$ cat src/rtl/node_pkg.sv
// Shared types and constants for the 5-port router node switch allocator.
// Flit layout: [15] head, [14] tail, [13:11] dest port, [10:0] payload.
package node_pkg;
  localparam int DEF_NUM_PORTS = 5;
  localparam int FLIT_W        = 16;
  localparam int HEAD_BIT      = 15;
  localparam int TAIL_BIT      = 14;
  localparam int DEST_LSB      = 11;
  localparam int DEST_W        = 3;
  localparam int PAYLOAD_W     = 11;

  typedef logic [DEST_W-1:0] port_idx_t;

  typedef struct packed {
    logic                 head;
    logic                 tail;
    port_idx_t            dest;
    logic [PAYLOAD_W-1:0] payload;
  } flit_t;

  // Round-robin successor of port p in a ring of n ports.
  function automatic port_idx_t next_port(port_idx_t p, int n);
    if (int'(p) + 1 >= n) return '0;
    return port_idx_t'(p + 1'b1);
  endfunction
endpackage

$ cat src/rtl/node_switch_alloc_rr_arbiter.sv
// Combinational round-robin arbiter: grants the first request at or after ptr, cyclically.
// Zero latency; no backpressure of its own, the caller qualifies the grant.
module rr_arbiter
  import node_pkg::*;
#(
  parameter int N = DEF_NUM_PORTS
) (
  input  logic [N-1:0] req,
  input  port_idx_t    ptr,
  output logic [N-1:0] gnt,
  output logic         vld
);
  int idx;

  always_comb begin
    gnt = '0;
    vld = 1'b0;
    idx = 0;
    for (int o = 0; o < N; o++) begin
      idx = (int'(ptr) + o) % N;
      if (!vld && req[idx]) begin
        gnt[idx] = 1'b1;
        vld      = 1'b1;
      end
    end
  end
endmodule

$ cat src/rtl/node_switch_alloc.sv
// Wormhole switch allocator: header at FIFO head in N -> grant end of N -> pop N+1 -> out_valid N+2.
// Pops stall on out_full (one-slot slack); optional counters under NODE_SWITCH_ALLOC_STATS_EN.
module node_switch_alloc
  import node_pkg::*;
#(
  parameter int NUM_PORTS = DEF_NUM_PORTS
) (
  input  logic                               clk,
  input  logic                               rst,
  input  logic [NUM_PORTS-1:0]               fifo_empty,
  input  logic [NUM_PORTS-1:0][FLIT_W-1:0]   fifo_head,
  output logic [NUM_PORTS-1:0]               fifo_pop,
  input  logic [NUM_PORTS-1:0]               out_full,
  output logic [NUM_PORTS-1:0]               out_valid,
  output logic [NUM_PORTS-1:0][FLIT_W-1:0]   out_data,
  output logic [7:0]                         drop_count
);
  logic [NUM_PORTS-1:0] locked;
  logic [NUM_PORTS-1:0] busy;
  port_idx_t            owner   [NUM_PORTS];
  port_idx_t            rr_ptr  [NUM_PORTS];

  logic [NUM_PORTS-1:0] drop;
  logic [NUM_PORTS-1:0] pop_busy;
  logic [NUM_PORTS-1:0] req     [NUM_PORTS];
  logic [NUM_PORTS-1:0] gnt     [NUM_PORTS];
  logic [NUM_PORTS-1:0] gnt_vld;
  port_idx_t            gnt_idx [NUM_PORTS];

  // Drops are gated by rst so nothing leaves the FIFOs while reset is held.
  always_comb begin
    drop     = '0;
    pop_busy = '0;
    for (int j = 0; j < NUM_PORTS; j++) req[j] = '0;
    for (int i = 0; i < NUM_PORTS; i++) begin
      drop[i] = rst && !fifo_empty[i] && !locked[i] &&
                (!fifo_head[i][HEAD_BIT] ||
                 int'(fifo_head[i][DEST_LSB +: DEST_W]) >= NUM_PORTS);
      for (int j = 0; j < NUM_PORTS; j++)
        req[j][i] = !fifo_empty[i] && !locked[i] && fifo_head[i][HEAD_BIT] &&
                    (int'(fifo_head[i][DEST_LSB +: DEST_W]) == j);
    end
    for (int j = 0; j < NUM_PORTS; j++)
      pop_busy[j] = busy[j] && !fifo_empty[owner[j]] && !out_full[j];
  end

  always_comb begin
    fifo_pop = drop;
    for (int j = 0; j < NUM_PORTS; j++)
      if (pop_busy[j]) fifo_pop[owner[j]] = 1'b1;
  end

  for (genvar j = 0; j < NUM_PORTS; j++) begin : g_arb
    rr_arbiter #(.N(NUM_PORTS)) u_arb (
      .req (req[j]),
      .ptr (rr_ptr[j]),
      .gnt (gnt[j]),
      .vld (gnt_vld[j])
    );
  end

  always_comb begin
    for (int j = 0; j < NUM_PORTS; j++) begin
      gnt_idx[j] = '0;
      for (int i = 0; i < NUM_PORTS; i++)
        if (gnt[j][i]) gnt_idx[j] = port_idx_t'(i);
    end
  end

  // An input only ever requests its own header's dest, so grants on different
  // outputs always land on distinct inputs and never collide with a tail release.
  always_ff @(posedge clk or negedge rst) begin
    if (!rst) begin
      busy      <= '0;
      locked    <= '0;
      out_valid <= '0;
      out_data  <= '0;
      for (int j = 0; j < NUM_PORTS; j++) begin
        owner[j]  <= '0;
        rr_ptr[j] <= '0;
      end
    end else begin
      for (int j = 0; j < NUM_PORTS; j++) begin
        out_valid[j] <= pop_busy[j];
        if (pop_busy[j]) out_data[j] <= fifo_head[owner[j]];
        if (busy[j]) begin
          if (pop_busy[j] && fifo_head[owner[j]][TAIL_BIT]) begin
            busy[j]          <= 1'b0;
            locked[owner[j]] <= 1'b0;
            rr_ptr[j]        <= next_port(owner[j], NUM_PORTS);
          end
        end else if (gnt_vld[j]) begin
          busy[j]            <= 1'b1;
          owner[j]           <= gnt_idx[j];
          locked[gnt_idx[j]] <= 1'b1;
        end
      end
    end
  end

`ifdef NODE_SWITCH_ALLOC_STATS_EN
  logic [15:0] flit_count [NUM_PORTS];
  logic [7:0]  drop_cnt_q;
  logic [8:0]  drop_sum;

  assign drop_sum   = {1'b0, drop_cnt_q} + 9'($countones(drop));
  assign drop_count = drop_cnt_q;

  always_ff @(posedge clk or negedge rst) begin
    if (!rst) begin
      drop_cnt_q <= '0;
      for (int j = 0; j < NUM_PORTS; j++) flit_count[j] <= '0;
    end else begin
      drop_cnt_q <= drop_sum[8] ? 8'hFF : drop_sum[7:0];
      for (int j = 0; j < NUM_PORTS; j++)
        if (pop_busy[j]) flit_count[j] <= flit_count[j] + 16'd1;
    end
  end
`else
  assign drop_count = '0;
`endif
endmodule

$ cat config.mk
export PLATFORM = sky130hd
export DESIGN_NAME = node_switch_alloc
export DESIGN_NICKNAME = d
export VERILOG_FILES = /design/src/rtl/node_pkg.sv /design/src/rtl/node_switch_alloc_rr_arbiter.sv /design/src/rtl/node_switch_alloc.sv
export SDC_FILE = /design/constraint.sdc
export NUM_CORES = 1
export LEC_CHECK = 0
export CAP_MARGIN = 20
export CELL_PAD_IN_SITES_DETAIL_PLACEMENT = 0
export CELL_PAD_IN_SITES_GLOBAL_PLACEMENT = 1
export CORE_ASPECT_RATIO = 1.25
export CORE_MARGIN = 2
export CORE_UTILIZATION = 40
export DETAILED_ROUTE_END_ITERATION = 8
export PLACE_DENSITY = 0.77
export SYNTH_ARGS = -nofsm -noshare
export SYNTH_HDL_FRONTEND = slang
export SYNTH_SLANG_ARGS = --single-unit
$ cat constraint.sdc
create_clock -name clk -period 7 [get_ports clk]
set_clock_uncertainty 0.2 [all_clocks]
set_input_delay 0.7 -clock clk [delete_from_list [all_inputs] [get_ports clk]]
set_output_delay 0.7 -clock clk [all_outputs]
set_load 0.1 [all_outputs]
==> metrics.md, run 1 <==
| Metric | Value |
|---|---|
| Outcome | `finished clean` |
| Ys Warns | `0` |
| Max cap viols | `0` |
| CP arrival | `6.55 ns` |
| Synth Instances | `2,550` |
| Ys flop type | `dfrtp_1` |
| Final hold violations | `0` |
| Vias in the first global route | `around 21,000` |
| DR iter-0 viols | `between 2,000 and 2,500` |
| PortBufs | `between 150 and 200` |
| Post-CTS Setup Bufs | `0` |
| CP Launch Type | `flip-flop` |
| RSZ-0062 raised after global routing | `no` |
| Detailed Routing Iterations Pass 1 | `7` |
| Req. time, crit path | `7.16 ns` |
| Max Buffers Root-to-Sink | `2` |
| Peak fanout along the critical path | `11` |
| Fillers | `4,934` |
| CORE AREA | `48,200 um^2` |
| Total die area | `50,500 um^2` |
| Slowest Stage Delay on Critical Path | `0.52 ns` |
| Final setup violation count | `0` |
| Reg2reg end | `locked[2]` |
| Avg Cell Area, Syn | `7.64 um^2` |
| Most common cell after layout, fill and taps aside | `nor2_1` |
| TritonCTS clock tree | `built` |
| Final wirelength | `78.6 mm` |
| Worst path top cell family by delay | `compound AO/OA/AOI/OAI gates` |
| Gr ovfl total | `0` |
| Die Ht | `251 um` |
| Hold buffers post-CTS | `0` |
| Post-synth EDFFs | `0` |
| Fmax | `157 MHz` |
| Worst-Skew Late Latency | `0.45 ns` |
| Avg Vias per Cell | `6.52` |
| Rows | `90` |
| Nets | `about 2,900` |
| Worst path cell trace | `inv_1 > ha_1 > inv_1 > ha_1 > inv_1 > ha_1 > or3_1 > nand2_1 > xnor2_1 > ha_1 > nand2b_1 > a21boi_0 > a221o_1 > a31o_2 > a22oi_1 > nor2_1 > or4b_1 > o21a_1 > a211oi_1 > o22ai_1 > o211ai_1` |
| Ranking of synthesized cells by area | `dfrtp_1, ha_1, mux4_2` |
| Routability Congestion | `roughly 0.98` |
| # IOs | `190` |
| FF+latch count, synth | `125` |
| Register area share after synthesis | `0.161` |
| Crit path kind | `reg2reg` |
| Routed length per placed instance | `23.7 um` |
| Final HPWL DP | `59.3 mm` |
| CTS sink count | `125` |
| Worst-case reg-to-reg path depth | `21` |
| Final non-filler cell total | `3,321` |
| CTS root buffer | `clkbuf_16` |
| Relative slew margins | `0.216` |
| H-tree depth | `4` |
| Die X | `201 um` |
| First-pass GRT wire length | `121 mm` |
| Residual DRC count | `0` |
| Mapped Area | `roughly 19,000 um^2` |
| Most frequent CP cell | `ha_1` |
| Dpl cells | `3,281` |
| CP endpoint kind | `flip-flop` |
| Via count | `21,656` |
| Antenna violations before repair | `11` |
| Starting Density | `0.404` |
| Synth cell types | `110` |
| Slowest stage cell, crit path | `dfrtp_1` |
| DRT antenna net count | `0` |
| Slew Limit Fails | `0` |
| Tot GR Track Use | `0.301` |
| Most frequent cells in the layout | `nor2_1, nand2_1, clkdlybuf4s50_1, a21oi_1, ha_1` |
| Gates resized, CTS repair | `0` |
| Worst Path Buf+Inv | `3` |
| Hold/Removal Path Class | `in2async` |
| Post-layout min period | `6.39 ns` |
| Clk slew on worst S/H paths | `0.07 ns` |
| Fin crit share | `0.912` |
| Post-synth ARST share | `1.00` |
| Share of the synthesized area in the top cell type | `0.161` |
| Reg2Reg Setup Slack | `0.61 ns` |
| Fraction of layout cells with a size suffix above 1 | `0.0888` |
| Final setup TNS | `0 ns` |
| Largest net degree at the start of global routing | `70` |
| Reg-to-reg startpoint | `rr_ptr[4]` |
| CTS Buf Count | `17` |
| Yosys top cell by area | `dfrtp_1` |
| Least-Margin Pin Slew | `roughly 1.2 ns` |
| Area growth syn-to-layout | `16.0%` |
## final cells by class
type / count / area, um^2 / share of cell area
Timing Repair Buffer: 247 / 2310 / 0.102
Inverter: 144 / 541 / 0.0239
Clock inverter: 13 / 163 / 0.00720
Sequential cell: 125 / 3130 / 0.138
Tap cell: 644 / 806 / 0.0357
Antenna cell: 9 / 22.5 / 0.000997
Clock buffer: 18 / 439 / 0.0194
Multi-Input combinational cell: 2121 / 15200 / 0.672
## cells in the mapped netlist (14+ instances only)
library cell and count:
a211o_1 14, a211oi_1 22, a21o_1 21, a21oi_1 177
a22oi_1 87, a31oi_1 46, and2_1 14, and3_1 24
buf_1 21, buf_2 17, clkbuf_1 117, dfrtp_1 125
ha_1 154, inv_1 126, mux2_2 15, mux2i_1 79
mux4_2 47, nand2_1 206, nand2b_1 38, nand3_1 75
nand3b_1 18, nand4_1 25, nor2_1 238, nor2b_1 32
nor3_1 72, nor3b_1 17, nor4_1 28, o211ai_1 30
o21a_1 45, o21ai_0 145, o221ai_1 43, o22ai_1 27
o31ai_1 25, or2_2 16, or3_1 17, xnor2_1 40
## worst max path at each step
stage / start / end / cells after the start
2_1_floorplan: rr_ptr[12] / locked[0] / 25
3_3_place_gp: rr_ptr[13] / locked[0] / 23
3_5_place_dp: rr_ptr[13] / locked[0] / 23
4_1_cts: rr_ptr[13] / locked[0] / 23
5_1_grt: rr_ptr[4] / locked[2] / 21
6_report: rr_ptr[4] / locked[2] / 21
## registers in the layout (all words and copies together), names as in the netlist
register / count
owner: 15
locked: 5
busy: 5
rr_ptr: 15
out_valid: 5
out_data: 80
## layer usage
layer  GRT usage  routed length [um]  vias up
met3      0.0443                5770      229
met1       0.375               31700    10474
met4       0.139                3610        2
met5           0                  12        -
met2       0.513               37400     1036
li1            -                   -     9915
## logic make-up (layout without fill, tap and decap cells)
logic type,Yosys count,count (layout),synth area share
AOI/OAI and AO/OA,880,880,0.314
xor gates and xnor gates,49,49,0.0249
adders and majority gates,155,155,0.0999
buffers and inverters,311,422,0.0639
DFF,125,125,0.161
muxes,141,141,0.104
other,1,17,0.000193
and+or+nand+nor,888,888,0.233
## worst register-to-register path, cell delays in order, from the launching register on
cell	delay, ns
dfrtp_1	0.52
inv_1	0.38
ha_1	0.39
inv_1	0.15
ha_1	0.50
inv_1	0.14
ha_1	0.25
or3_1	0.38
nand2_1	0.13
xnor2_1	0.19
ha_1	0.41
nand2b_1	0.12
a21boi_0	0.15
a221o_1	0.35
a31o_2	0.25
a22oi_1	0.24
nor2_1	0.13
or4b_1	0.52
o21a_1	0.19
a211oi_1	0.37
o22ai_1	0.21
o211ai_1	0.12
## through the flow
stage / setup WS (ns) / hold slack (ns) / instance area (um^2) / util
floorplan: 0.702 / 0.204 / 19500 / -
finish: 0.614 / 0.0956 / 22600 / 0.469
detailed placement: 0.647 / 0.274 / 22000 / 0.456
global placement: 0.845 / 0.267 / 22000 / 0.456
global route: 0.171 / 0.137 / 22600 / 0.469
CTS: 0.581 / 0.107 / 22600 / 0.468
Power of run 1 is left out: the tool's default activity adds up to more than one toggle a clock period on the data nets, which glitch-free logic cannot reach.
==> run 2: changes to the inputs <==
SKIP_LAST_GASP = 1   (was not set)
TNS_END_PERCENT = 20   (was not set)
==> results of run 2 <==
No change in the layout: final DEF, timing and power equal those of run 1.
Power of run 2 is left out for the same reason.
